**src/rtl/ctrl_pkg.sv**
```systemverilog
// ctrl_pkg: shared definitions for the control-signal pipeline.
//   CTRL_CW             width of the decoded control bundle
//   *_BIT / ALUCONTROL_* bit positions of each field inside the bundle
//   KILL_MASK_REGWRITE  squash mask clearing only the register-file write enable
//   KILL_MASK_DEFAULT   squash mask clearing every architectural write enable
//                       (regwrite, memwrite, hilowrite, cp0write)
package ctrl_pkg;

    localparam int CTRL_CW = 16;

    localparam int ALUCONTROL_LSB = 0;
    localparam int ALUCONTROL_MSB = 4;
    localparam int MEMTOREG_BIT   = 5;
    localparam int MEMWRITE_BIT   = 6;
    localparam int ALUSRC_BIT     = 7;
    localparam int REGDST_BIT     = 8;
    localparam int JAL_BIT        = 9;
    localparam int JR_BIT         = 10;
    localparam int REGWRITE_BIT   = 11;
    localparam int BAL_BIT        = 12;
    localparam int MEMEN_BIT      = 13;
    localparam int HILOWRITE_BIT  = 14;
    localparam int CP0WRITE_BIT   = 15;

    // Overflow-style squash: the instruction still retires but must not
    // update the register file.
    localparam logic [CTRL_CW-1:0] KILL_MASK_REGWRITE = CTRL_CW'(1) << REGWRITE_BIT;

    // Precise-exception squash: suppress every architectural side effect.
    localparam logic [CTRL_CW-1:0] KILL_MASK_DEFAULT =
        (CTRL_CW'(1) << REGWRITE_BIT)  |
        (CTRL_CW'(1) << MEMWRITE_BIT)  |
        (CTRL_CW'(1) << HILOWRITE_BIT) |
        (CTRL_CW'(1) << CP0WRITE_BIT);

endpackage

```
**src/rtl/ctrl_pipe_if.sv**
```systemverilog
// ctrl_pipe_if: bundle of all decode-side and pipeline-side signals of ctrl_pipe.
//   ctrl_d/valid_d  decoded bundle entering stage 0 (master drives)
//   ready_d         stage 0 accepts the bundle this cycle (slave drives)
//   stall/flush     per-stage hold and clear requests, bit k = stage k
//   exc             squash request for the bundle leaving EXC_STAGE
//   ctrl_q/valid_q  per-stage bundle and valid, stage k at ctrl_q[k*CW +: CW]
//   bubble_cnt      saturating count of empty writeback cycles
interface ctrl_pipe_if
    import ctrl_pkg::*;
#(
    parameter int STAGES = 3,
    parameter int CW     = CTRL_CW,
    parameter int CNTW   = 32
);

    logic [CW-1:0]        ctrl_d;
    logic                 valid_d;
    logic                 ready_d;
    logic [STAGES-1:0]    stall;
    logic [STAGES-1:0]    flush;
    logic                 exc;
    logic [STAGES*CW-1:0] ctrl_q;
    logic [STAGES-1:0]    valid_q;
    logic [CNTW-1:0]      bubble_cnt;

    modport master (
        output ctrl_d, valid_d, stall, flush, exc,
        input  ready_d, ctrl_q, valid_q, bubble_cnt
    );

    modport slave (
        input  ctrl_d, valid_d, stall, flush, exc,
        output ready_d, ctrl_q, valid_q, bubble_cnt
    );

endinterface

```
**src/rtl/ctrl_stage.sv**
```systemverilog
// ctrl_stage: one control-pipeline register with its next-state mux.
//   clk, rst             clock, synchronous active-high reset
//   src_ctrl, src_valid  bundle offered by the previous stage (or decode)
//   hold                 keep current contents (effective stall of this stage)
//   clr                  flush: empty the stage, wins over hold
//   bub                  previous stage is frozen: load a bubble instead
//   kill, mask           on load, clear the bits selected by mask
//   ctrl, valid          registered bundle and valid
module ctrl_stage
    import ctrl_pkg::*;
#(
    parameter int CW = CTRL_CW
) (
    input  logic          clk,
    input  logic          rst,
    input  logic [CW-1:0] src_ctrl,
    input  logic          src_valid,
    input  logic          hold,
    input  logic          clr,
    input  logic          bub,
    input  logic          kill,
    input  logic [CW-1:0] mask,
    output logic [CW-1:0] ctrl,
    output logic          valid
);

    logic [CW-1:0] ctrl_q, ctrl_d;
    logic          valid_q, valid_d;

    always_comb begin
        ctrl_d  = ctrl_q;
        valid_d = valid_q;
        if (clr) begin
            ctrl_d  = '0;
            valid_d = 1'b0;
        end else if (hold) begin
            ctrl_d  = ctrl_q;
            valid_d = valid_q;
        end else if (bub) begin
            ctrl_d  = '0;
            valid_d = 1'b0;
        end else begin
            // Squash keeps valid: the instruction retires with its writes masked off.
            ctrl_d  = kill ? (src_ctrl & ~mask) : src_ctrl;
            valid_d = src_valid;
        end
    end

    always_ff @(posedge clk) begin
        if (rst) begin
            ctrl_q  <= '0;
            valid_q <= 1'b0;
        end else begin
            ctrl_q  <= ctrl_d;
            valid_q <= valid_d;
        end
    end

    assign ctrl  = ctrl_q;
    assign valid = valid_q;

endmodule

```
**src/rtl/ctrl_pipe.sv**
```systemverilog
// ctrl_pipe: parametrised control-signal pipeline from decode through STAGES stages.
//   clk, rst  clock, synchronous active-high reset
//   bus       ctrl_pipe_if.slave: ctrl_d/valid_d/ready_d from decode, per-stage
//             stall/flush, exc squash, per-stage ctrl_q/valid_q, bubble_cnt
// Stage 0 is E; the last stage is writeback. An older stage's stall freezes every
// younger stage, and the stage just behind a frozen one receives bubbles.
module ctrl_pipe
    import ctrl_pkg::*;
#(
    parameter int STAGES    = 3,
    parameter int CW        = CTRL_CW,
    parameter int EXC_STAGE = 0,
    parameter     KILL_MASK = KILL_MASK_REGWRITE,
    parameter int CNTW      = 32
) (
    input  logic         clk,
    input  logic         rst,
    ctrl_pipe_if.slave   bus
);

    localparam int LAST = STAGES - 1;

    if (STAGES < 2) begin : g_bad_stages
        $error("ctrl_pipe: STAGES must be >= 2");
    end
    if (EXC_STAGE < 0 || EXC_STAGE > STAGES - 2) begin : g_bad_exc_stage
        $error("ctrl_pipe: EXC_STAGE must be in 0..STAGES-2");
    end
    if ($bits(KILL_MASK) != CW) begin : g_bad_kill_mask
        $error("ctrl_pipe: KILL_MASK width must equal CW");
    end

    logic [STAGES-1:0] stall_eff;

    for (genvar k = 0; k < STAGES; k++) begin : g_stall_eff
        assign stall_eff[k] = |bus.stall[STAGES-1:k];
    end

    assign bus.ready_d = ~stall_eff[0];

    for (genvar k = 0; k < STAGES; k++) begin : g_stage
        logic [CW-1:0] src_ctrl;
        logic          src_valid;
        logic          bub;
        logic          kill;

        if (k == 0) begin : g_first
            assign src_ctrl  = bus.ctrl_d;
            assign src_valid = bus.valid_d;
            assign bub       = 1'b0;
        end else begin : g_rest
            assign src_ctrl  = bus.ctrl_q[(k-1)*CW +: CW];
            assign src_valid = bus.valid_q[k-1];
            assign bub       = stall_eff[k-1];
        end

        // Only the stage that loads from EXC_STAGE applies the squash; when it is
        // holding, the load does not happen and exc is dropped.
        assign kill = (k == EXC_STAGE + 1) ? bus.exc : 1'b0;

        ctrl_stage #(
            .CW (CW)
        ) u_stage (
            .clk       (clk),
            .rst       (rst),
            .src_ctrl  (src_ctrl),
            .src_valid (src_valid),
            .hold      (stall_eff[k]),
            .clr       (bus.flush[k]),
            .bub       (bub),
            .kill      (kill),
            .mask      (KILL_MASK),
            .ctrl      (bus.ctrl_q[k*CW +: CW]),
            .valid     (bus.valid_q[k])
        );
    end

    logic            valid_last_d;
    logic [CNTW-1:0] bubble_cnt_q, bubble_cnt_d;

    // The counter reflects the writeback valid as it will be after this edge,
    // so the next-state of the last stage's valid is rebuilt here.
    always_comb begin
        valid_last_d = bus.valid_q[LAST-1];
        if (bus.flush[LAST]) begin
            valid_last_d = 1'b0;
        end else if (stall_eff[LAST]) begin
            valid_last_d = bus.valid_q[LAST];
        end else if (stall_eff[LAST-1]) begin
            valid_last_d = 1'b0;
        end

        bubble_cnt_d = bubble_cnt_q;
        if (!valid_last_d && (bubble_cnt_q != '1)) begin
            bubble_cnt_d = bubble_cnt_q + CNTW'(1);
        end
    end

    always_ff @(posedge clk) begin
        if (rst) begin
            bubble_cnt_q <= '0;
        end else begin
            bubble_cnt_q <= bubble_cnt_d;
        end
    end

    assign bus.bubble_cnt = bubble_cnt_q;

endmodule
```
**src/flat_wrapper.sv**
```systemverilog
// flat-port wrapper written by rule: the top's interface ports become plain ports
module ctrl_pipe_flat import ctrl_pkg::*;
#(
    parameter int STAGES    = 3,
    parameter int CW        = CTRL_CW,
    parameter int EXC_STAGE = 0,
    parameter     KILL_MASK = KILL_MASK_REGWRITE,
    parameter int CNTW      = 32
)
  (clk, rst, bus_ctrl_d, bus_valid_d, bus_stall, bus_flush, bus_exc, bus_ready_d, bus_ctrl_q, bus_valid_q, bus_bubble_cnt);
  ctrl_pipe_if #(.STAGES(STAGES), .CW(CW), .CNTW(CNTW)) bus_i ();
  input  logic clk;
  input  logic rst;
  input wire logic [$bits(bus_i.ctrl_d)-1:0] bus_ctrl_d;
  input wire logic [$bits(bus_i.valid_d)-1:0] bus_valid_d;
  input wire logic [$bits(bus_i.stall)-1:0] bus_stall;
  input wire logic [$bits(bus_i.flush)-1:0] bus_flush;
  input wire logic [$bits(bus_i.exc)-1:0] bus_exc;
  output wire logic [$bits(bus_i.ready_d)-1:0] bus_ready_d;
  output wire logic [$bits(bus_i.ctrl_q)-1:0] bus_ctrl_q;
  output wire logic [$bits(bus_i.valid_q)-1:0] bus_valid_q;
  output wire logic [$bits(bus_i.bubble_cnt)-1:0] bus_bubble_cnt;
  assign bus_i.ctrl_d = bus_ctrl_d;
  assign bus_i.valid_d = bus_valid_d;
  assign bus_i.stall = bus_stall;
  assign bus_i.flush = bus_flush;
  assign bus_i.exc = bus_exc;
  assign bus_ready_d = bus_i.ready_d;
  assign bus_ctrl_q = bus_i.ctrl_q;
  assign bus_valid_q = bus_i.valid_q;
  assign bus_bubble_cnt = bus_i.bubble_cnt;
  ctrl_pipe #(.STAGES(STAGES), .CW(CW), .EXC_STAGE(EXC_STAGE), .KILL_MASK(KILL_MASK), .CNTW(CNTW)) u_core (.clk(clk), .rst(rst), .bus(bus_i));
endmodule
```
**config.mk**
```make
export PLATFORM = sky130hd
export DESIGN_NAME = ctrl_pipe_flat
export DESIGN_NICKNAME = d
export VERILOG_FILES = /design/src/rtl/ctrl_pkg.sv /design/src/rtl/ctrl_pipe_if.sv /design/src/rtl/ctrl_stage.sv /design/src/rtl/ctrl_pipe.sv /design/src/flat_wrapper.sv
export SDC_FILE = /design/constraint.sdc
export NUM_CORES = 1
export LEC_CHECK = 0
export ABC_AREA = 1
export ABC_CLOCK_PERIOD_IN_PS = 1800
export BUFFER_PORTS_ARGS = -buffer_cell sky130_fd_sc_hd__buf_2
export CORE_ASPECT_RATIO = 1.75
export CORE_MARGIN = 3
export CORE_UTILIZATION = 32
export DETAILED_ROUTE_END_ITERATION = 12
export PLACE_DENSITY = 0.54
export SLEW_MARGIN = 15
export SYNTH_ARGS = -nofsm -noshare
export SYNTH_HDL_FRONTEND = slang
export SYNTH_SLANG_ARGS = --single-unit
```
**constraint.sdc**
```tcl
create_clock -name clk -period 1.8 [get_ports clk]
set_clock_uncertainty 0.05 [all_clocks]
set_input_delay 0.36 -clock clk [delete_from_list [all_inputs] [get_ports clk]]
set_output_delay 0.36 -clock clk [all_outputs]
set_load 0.01 [all_outputs]
```
==> flow_summary_export.csv, run 1 <==
group,metric,value,unit
worst_setup_path,worst-setup-path-type,"reg -> reg",
finish,fillers,1200,
sta,tightest_slew,0.4422,ns
run,drv_cap,0,
yosys,synth_top_family_by_area,"simple AND/OR/NAND/NOR gates",
sta,setup_ws,0.1149,ns
finish,final_cell_mix,"nand2_1 (164), nor2_1 (113), buf_2 (109), dfxtp_1 (79), a21oi_1 (54)",
worst_setup_path,crit_top_cell,"nor2_1",
clock_network,cts_made_buffers,9,
yosys,avgSynthCellArea,6.788,sq um
worst_setup_path,cp_slowest_cell,"dfxtp_1",
place,pre_cts_slack,0.01418,ns
routing,avgViaCountPerCell,4.785,
worst_setup_path,slowest_delay,0.34,ns
clock_network,cts_root_buffer,"clkbuf_16",
worst_setup_path,cp.required,1.98,ns
yosys,syn_inst,557,
sta,period_share,93.62,%
sta,grt_setup_unrepaired,"yes",
routing,drc,0,
finish,drive_gt1_share,27.56,%
sta,max_freq,593.4,MHz
place,gp_congestion,0.9200,
yosys,synth-edff-count,0,
finish,multiInputGateArea,0.001894,sq mm
worst_setup_path,worst_ep_arrival_time,1.86,ns
floorplanning,die_area,0.01321,sq mm
yosys,syn_nets,584,
sta,drv_slew,0,
power_and_ir_drop,leakage,2.157,nW
yosys,yosys_warnings,0,
floorplanning,std_cell_rows,51,
grt,grt.overflow.total,0,
worst_setup_path,cp-end-kind,"flip-flop",
yosys,synthDominantCellAreaShare,43.94,%
floorplanning,initial_utilization,33.29,%
yosys,synth_cell_types,30,
grt,grt_usage,17.24,%
yosys,synthSimpleGateAreaFrac,37.95,%
worst_setup_path,cp_max_fo,5,
yosys,synthAdderAreaFrac,0.3309,%
clock_network,cts_hold_buf,0,
grt,grt_max_degree,23,
floorplanning,io_pins,110,
routing,drt_first_pass_iters,4,
clock_network,clk_path_buf_depth,2,
finish,nets,715,
place,placed_cells,808,
min_path,worstHoldPathType,"in -> reg",
yosys,yosysTopAreaCell,"dfxtp_1",
routing,drt-initial-drc-count,202,
routing,vias,3948,
yosys,synth_mux_area_share,0,%
yosys,synth.cell_area,0.003781,sq mm
routing,ant_nets,0,
clock_network,clock_latency,0.34,ns
power_and_ir_drop,vdd_ir_drop_max,0.5558,mV
yosys,synth_top_cells_by_area,"dfxtp_1 (44%), nand2_1 (16%), nor2_1 (12%)",
yosys,synthArstFlopShare,0,%
sta,final-setup-viol-count,0,
floorplanning,die_w,88.17,um
finish,fin_util,43.42,%
floorplanning,coreArea,0.01136,sq mm
sta,min_period,1.685,ns
clock_network,cts_tree,"built",
run_status,outcome,"complete, no violations",
finish,diodes,0,
yosys,synth-compound-area-share,10.52,%
finish,synthToLayoutAreaGrowth,30.44,%
floorplanning,die_h,149.8,um
clock_network,htreeDepth,3,
clock_network,cts.sink_count,83,
routing,wl,11060,um
place,port_buffers,109,
grt,grt_pass1_vias,3761,
grt,grt_pass1_wl,17930,um
power_and_ir_drop,finalPower,0.003921,W
worst_setup_path,worstPathCellList,"ha_2 -> nand2_2 -> nor2_4 -> nand2_4 -> nor2_1 -> nand2_1 -> nor2_1 -> nand3_1 -> nand2_1 -> nor2_1",
clock_network,clkTransAtPathRegs,0.06,ns
place,hpwl,8750,um
yosys,yosys_register_bits,83,
routing,wl_per_cell,13.41,um
power_and_ir_drop,power_density,794.9,mW/mm^2
grt,grt_antenna_before_repair,0,
worst_setup_path,cp-start-kind,"flip-flop",
sta,finalSetupTns,0,ns
finish,fin_cells,825,
yosys,synth_xor_area_share,0.6949,%
finish,layout_commonest_cell,"nand2_1",
yosys,ys.flop_type,"dfxtp_1",
yosys,yosysSeqAreaShare,43.94,%
sta,final_hold_viol_count,0,
finish,regArea,0.001667,sq mm
sta,relSlewSlack,70.41,%
[per-stage QoR]
step                      hold WS (ns)  cell area, sq um
after floorplan                 0.4002              3781
after global placement          0.3997              4597
after detailed placement        0.4046              4597
after CTS                       0.1735              4897
after global routing            0.1993              4932
final                           0.1896              4932
[logic make-up after synthesis]
family	after synthesis
adders and majority gates	1
buffers and inverters	51
DFF	83
xor gates and xnor gates	3
and+or+nand+nor	342
AOI/OAI and AO/OA	77
[per-layer routing]
metal | share of wire [%] | global-route usage [%] | vias up
met4 | 2.6 | 6.884 | 0
met3 | 5.5 | 3.857 | 22
met5 | 0 | 0 | -
met2 | 53 | 32.31 | 120
li1 | - | - | 2033
met1 | 39 | 17.90 | 1773
[repair_timing]
item                                    CTS  global route
buffers inserted                          0             1
gates resized for setup                   0            11
endpoints found under the setup margin    0            27
[cell usage after synthesis, types with 4 or more instances]
cell type  count
dfxtp_1       83
buf_4          4
o21ai_0       21
nand2_1      165
a21oi_1       54
nand4_1        6
inv_1         25
nand3_1       34
clkbuf_1       8
nor2_2         4
buf_2          6
nand2_2        7
nor2_1       116
[critical path, delay by kind of cell (launching register included)]
kind / cells / cell delay [ns]
fa+ha+maj: 1 / 0.21
flops: 1 / 0.34
simple gates: 9 / 0.98
[final cells by class]
cell class,instances,share of cell area (%)
clock buffers,10,4.642
clock inverters,6,1.446
inverters,28,2.131
multi-input cells,423,38.41
flip-flops and latches,83,33.79
well taps,132,3.349
repair buffers,143,16.24
[where the power goes]
part / internal (W) / total [W] / switching [W]
Sequential: 0.00185 / 0.00186 / 0.0000117
Clock: 0.00109 / 0.00187 / 0.000786
Combinational: 0.0000707 / 0.000184 / 0.000113
Total: 0.00301 / 0.00392 / 0.000911
[sequential cells by signal, summed over array words and instances (netlist names)]
name,flops
u_core.bus.bubble_cnt,32
u_core.g_stage.u_stage.ctrl,48
u_core.g_stage.u_stage.valid,3
[final timing paths]
path | start | end | slack [ns] | cells after the start
setup reg to reg | u_core.bus.bubble_cnt[1] | u_core.bus.bubble_cnt[18] | 0.11 | 10
setup / recovery | u_core.bus.bubble_cnt[1] | u_core.bus.bubble_cnt[18] | 0.11 | 10
hold / removal | bus_ctrl_d[10] | u_core.g_stage[0].u_stage.ctrl[10] | 0.19 | 3
hold reg to reg | u_core.g_stage[2].u_stage.ctrl[0] | u_core.g_stage[2].u_stage.ctrl[0] | 0.41 | 2
(Power assumes the default switching activity.)
==> run 2: changes to the inputs <==
Settings changed: CTS_BUF_LIST set to sky130_fd_sc_hd__clkbuf_4.
==> run 2 against run 1 <==
  * Setup slack lost 0.010 ns
  * Sequential power about the same
  * Total power down 19%
  * Critical path depth did not move
  * First-iteration DRC count decreased by 17%
  * Highest routed layer unchanged
  * Combinational power is essentially flat
  * Utilization is 1.3 points lower
  * Die area stayed put
==> flow_summary_export.csv, run 2 (synthesis gave the netlist of run 1 again) <==
group,metric,value,unit
clock_network,cts.sink_count,83,
finish,synthToLayoutAreaGrowth,26.41,%
sta,finalSetupTns,0,ns
routing,drc,0,
worst_setup_path,cp-start-kind,"flip-flop",
routing,wl_per_cell,13.34,um
worst_setup_path,worst_ep_arrival_time,1.99,ns
routing,drt_first_pass_iters,5,
place,port_buffers,109,
power_and_ir_drop,clkPwrFrac,35.9,%
floorplanning,die_area,0.01321,sq mm
min_path,hold_path_depth,3,
routing,avgViaCountPerCell,4.781,
worst_setup_path,worst-setup-path-type,"reg -> reg",
power_and_ir_drop,vdd_ir_drop_max,0.3698,mV
floorplanning,die_h,149.8,um
floorplanning,coreArea,0.01136,sq mm
power_and_ir_drop,power_frac_comb,5.8,%
sta,grt_setup_unrepaired,"no",
grt,grt_usage,17.23,%
clock_network,cts_tree,"built",
power_and_ir_drop,leakage,2.092,nW
sta,final_hold_viol_count,0,
sta,max_freq,589.8,MHz
sta,period_share,94.19,%
worst_setup_path,r2r_slack,0.10,ns
floorplanning,die_w,88.17,um
power_and_ir_drop,intPower,0.002375,W
power_and_ir_drop,swShare,25.68,%
finish,drive_gt1_share,28.43,%
worst_setup_path,cp_max_fo,5,
grt,grt_pass1_vias,3756,
clock_network,cts_hold_buf,0,
finish,nets,715,
finish,fillers,1224,
power_and_ir_drop,p_sw,0.0008203,W
worst_setup_path,cp-end-kind,"flip-flop",
routing,vias,3944,
power_and_ir_drop,finalPower,0.003195,W
worst_setup_path,rr_worst_depth,10,
finish,layout_commonest_cell,"nand2_1",
sta,tightest_slew,0.4189,ns
grt,grt_pass1_wl,17880,um
floorplanning,io_pins,110,
sta,drv_slew,0,
worst_setup_path,r2r-start,"u_core.bus.bubble_cnt[0]",
clock_network,clock_latency,0.44,ns
clock_network,clk_path_buf_depth,2,
grt,grt.overflow.total,0,
finish,largest_register_ffs,48,
floorplanning,std_cell_rows,51,
run,drv_cap,0,
routing,drt-initial-drc-count,168,
grt,grt_antenna_before_repair,0,
routing,ant_nets,0,
min_path,whs_endpoint,"u_core.g_stage[0].u_stage.valid",
min_path,worstHoldPathType,"in -> reg",
clock_network,clkTransAtPathRegs,0.14,ns
place,gp_congestion,0.9200,
grt,grt_max_degree,23,
worst_setup_path,r2r-end,"u_core.bus.bubble_cnt[18]",
routing,wl,11010,um
worst_setup_path,cp.required,2.09,ns
place,hpwl,8750,um
finish,final_cell_mix,"nand2_1 (165), nor2_1 (113), buf_2 (109), dfxtp_1 (72), a21oi_1 (54)",
power_and_ir_drop,power_density,668.5,mW/mm^2
finish,diodes,0,
clock_network,htreeDepth,3,
clock_network,cts_root_buffer,"clkbuf_4",
clock_network,cts_made_buffers,9,
sta,relSlewSlack,71.97,%
floorplanning,initial_utilization,33.29,%
min_path,min_from,"bus_valid_d",
run_status,outcome,"complete, no violations",
sta,final-setup-viol-count,0,
sta,min_period,1.695,ns
power_and_ir_drop,pwr-share-seq,58.3,%
==> run 2: repair_timing <==
item / 4_1_cts / 5_1_grt
buffers inserted: 0 / 1
endpoints found under the setup margin: 0 / 28
gates resized for setup: 0 / 16
==> run 2: cell type report <==
class	count	area (sq um)	share of cell area, %
Inverter	28	105.1	2.199
Multi-Input combinational cell	423	1887	39.48
Clock inverter	6	71.32	1.492
Clock buffer	10	75.07	1.571
Timing Repair Buffer	143	800.8	16.75
Tap cell	132	165.2	3.455
Sequential cell	83	1675	35.05
==> run 2: how the worst max path moves through the flow <==
stage                             startpoint                        end  cells after the start
floorplan           u_core.bus.bubble_cnt[1]   u_core.bus.bubble_cnt[4]                     10
global placement                bus_stall[2]  u_core.bus.bubble_cnt[30]                     10
detailed placement              bus_stall[2]  u_core.bus.bubble_cnt[30]                     10
CTS                 u_core.bus.bubble_cnt[0]  u_core.bus.bubble_cnt[19]                     11
global route        u_core.bus.bubble_cnt[0]  u_core.bus.bubble_cnt[19]                     11
finish              u_core.bus.bubble_cnt[0]  u_core.bus.bubble_cnt[18]                     10
==> run 2: power by group through the flow <==
stage	clock network (W)	registers (W)	logic [W]
after global placement	0	0.00190	0.000184
after detailed placement	0	0.00190	0.000187
final	0.00115	0.00186	0.000184
after global routing	0.00126	0.00187	0.000209
after floorplan	0	0.00191	0.0000937
after CTS	0.00120	0.00186	0.000188
==> run 2: worst max-delay path: stages (launching register included) <==
cell     delay (ns)
dfxtp_2        0.36
ha_2           0.20
nand2_2        0.08
nor2_4         0.12
nand2_4        0.08
nor2_1         0.13
nand2_1        0.19
nor2_1         0.18
nand3_1        0.10
nand2_1        0.07
nor2_1         0.04
==> run 2: metrics by stage <==
stage	worst slack, ns	hold WS [ns]	cells	area (sq um)	util [%]
global route	0.004474	0.05966	825	4780	42.08
finish	0.1046	0.07891	825	4780	42.08
detailed placement	0.01418	0.4046	808	4597	40.47
CTS	0.03414	0.03071	824	4743	41.76
floorplan	0.07608	0.4002	557	3781	-
global placement	0.03536	0.3997	808	4597	40.47
==> run 2: routing by layer <==
metal | global-route usage [%] | routed length (um)
met1 | 17.69 | 4105
met2 | 32.35 | 5900
met3 | 4.077 | 716
met4 | 6.884 | 285
met5 | 0 | 0
==> run 3: changes to the inputs <==
Settings changed: REMOVE_ABC_BUFFERS set to 1.
==> run 3 against run 2 <==
  * First-iteration DRC count down 23%
  * Non-clock buffer count up 7
  * Design area up 1.9%
  * Critical path depth down 2
  * Global-route usage up 0.88 points
  * Die area unchanged
==> flow_summary_export.csv, run 3 (synthesis gave the netlist of run 1 again) <==
group,metric,value,unit
clock_network,clkTransAtPathRegs,0.17,ns
clock_network,cts_hold_buf,0,
finish,synthToLayoutAreaGrowth,28.79,%
sta,drv_slew,0,
worst_setup_path,cp_max_fo,4,
floorplanning,std_cell_rows,51,
routing,drt_first_pass_iters,4,
worst_setup_path,worstPathCellList,"buf_4 -> nand2_1 -> nor2_1 -> nand4_1 -> nor2_1 -> nand3_1 -> nand2_1 -> nor2_1",
clock_network,cts_tree,"built",
worst_setup_path,cp.required,2.09,ns
worst_setup_path,worst-setup-path-type,"reg -> reg",
worst_setup_path,cp-start-kind,"flip-flop",
clock_network,cts.sink_count,83,
sta,max_freq,594.2,MHz
routing,avgViaCountPerCell,4.737,
sta,grt_setup_unrepaired,"no",
floorplanning,die_h,149.8,um
power_and_ir_drop,vdd_ir_drop_max,0.4383,mV
clock_network,clk_path_buf_depth,2,
finish,fin_cells,833,
grt,grt.overflow.total,0,
power_and_ir_drop,leakage,2.164,nW
worst_setup_path,cp-end-kind,"flip-flop",
worst_setup_path,worst_ep_arrival_time,1.97,ns
grt,grt_pass1_vias,3902,
clock_network,htreeDepth,3,
run_status,outcome,"complete, no violations",
sta,finalSetupTns,0,ns
finish,finish.instance_area,0.004870,sq mm
grt,grt_usage,18.10,%
run,drv_cap,0,
place,port_buffers,109,
sta,final_hold_viol_count,0,
grt,grt_antenna_before_repair,1,
finish,nets,722,
worst_setup_path,slowest_delay,0.44,ns
sta,tightest_slew,0.5530,ns
finish,drive_gt1_share,29.14,%
floorplanning,io_pins,110,
power_and_ir_drop,power_density,672.9,mW/mm^2
sta,final-setup-viol-count,0,
sta,period_share,93.49,%
sta,relSlewSlack,63.04,%
place,placed_cells,812,
routing,drc,0,
place,placed_area,0.004639,sq mm
routing,wl,11630,um
clock_network,clock_latency,0.44,ns
routing,vias,3946,
place,hpwl,9156,um
floorplanning,die_area,0.01321,sq mm
finish,final_cell_mix,"nand2_1 (163), nor2_1 (112), buf_2 (109), dfxtp_1 (74), a21oi_1 (54)",
sta,whs,0.08000,ns
sta,min_period,1.683,ns
routing,wl_per_cell,13.96,um
place,gp_congestion,0.9063,
clock_network,cts_made_buffers,9,
clock_network,cts_root_buffer,"clkbuf_4",
finish,largest_register_ffs,48,
floorplanning,coreArea,0.01136,sq mm
routing,drt-initial-drc-count,130,
worst_setup_path,crit_top_cell,"nor2_1",
grt,grt_pass1_wl,18630,um
min_path,worstHoldPathType,"in -> reg",
worst_setup_path,cp_slowest_cell,"dfxtp_1",
floorplanning,initial_utilization,33.29,%
grt,grt_max_degree,26,
floorplanning,die_w,88.17,um
finish,layout_commonest_cell,"nand2_1",
finish,fillers,1250,
routing,ant_nets,0,
[run 3: through the flow]
step	setup slack, ns	util (%)	power [W]
finish	0.1171	42.87	0.003277
global route	0.03414	42.87	0.003444
CTS	0.04428	42.31	0.003334
detailed placement	0.006109	40.85	0.002088
global placement	0.07124	40.85	0.002085
floorplan	-0.02392	-	0.001983
[run 3: cell type report]
type                            count  area, sq um  share of cell area (%)
Antenna cell                        1        2.502                 0.05139
Clock buffer                        9        67.56                   1.387
Clock inverter                      7        93.84                   1.927
Inverter                           28        105.1                   2.158
Multi-Input combinational cell    423         1897                   38.95
Sequential cell                    83         1673                   34.35
Tap cell                          132        165.2                   3.392
Timing Repair Buffer              150        865.8                   17.78
[run 3: final timing paths]
| check | start | endpoint | slack [ns] | depth (start not counted) |
|---|---|---|---|---|
| max | u_core.bus.bubble_cnt[17] | u_core.bus.bubble_cnt[31] | 0.12 | 8 |
| min | bus_ctrl_d[3] | u_core.g_stage[0].u_stage.ctrl[3] | 0.08 | 3 |
| min reg2reg | u_core.g_stage[2].u_stage.ctrl[0] | u_core.g_stage[2].u_stage.ctrl[0] | 0.42 | 2 |
| max reg2reg | u_core.bus.bubble_cnt[17] | u_core.bus.bubble_cnt[31] | 0.12 | 8 |
[run 3: critical path, delay by kind of cell, from the launching register on]
family / cells / cell delay [ns]
and+or+nand+nor: 7 / 0.92
DFF: 1 / 0.44
buffers and inverters: 1 / 0.17
[run 3: what timing repair did]
action	in CTS	in global routing
resized for setup	1	16
pin swaps	0	2
cloned	0	0
buffers inserted	0	4
setup endpoints to repair	1	30
[run 3: where the power goes]
part	internal, W	leakage [nW]	switching, W
Clock	0.000464	0.0837	0.000761
Combinational	0.0000709	1.41	0.000114
Sequential	0.00185	0.674	0.0000123
[run 3: metal layers]
layer	routed length [um]	share of wire, %	track usage [%]	up-vias
li1	-	-	-	2044
met1	4431	38	18.47	1761
met2	6066	52	33.17	115
met3	702	6.0	4.463	26
met4	427	3.7	8.926	0
met5	0	0	0	-
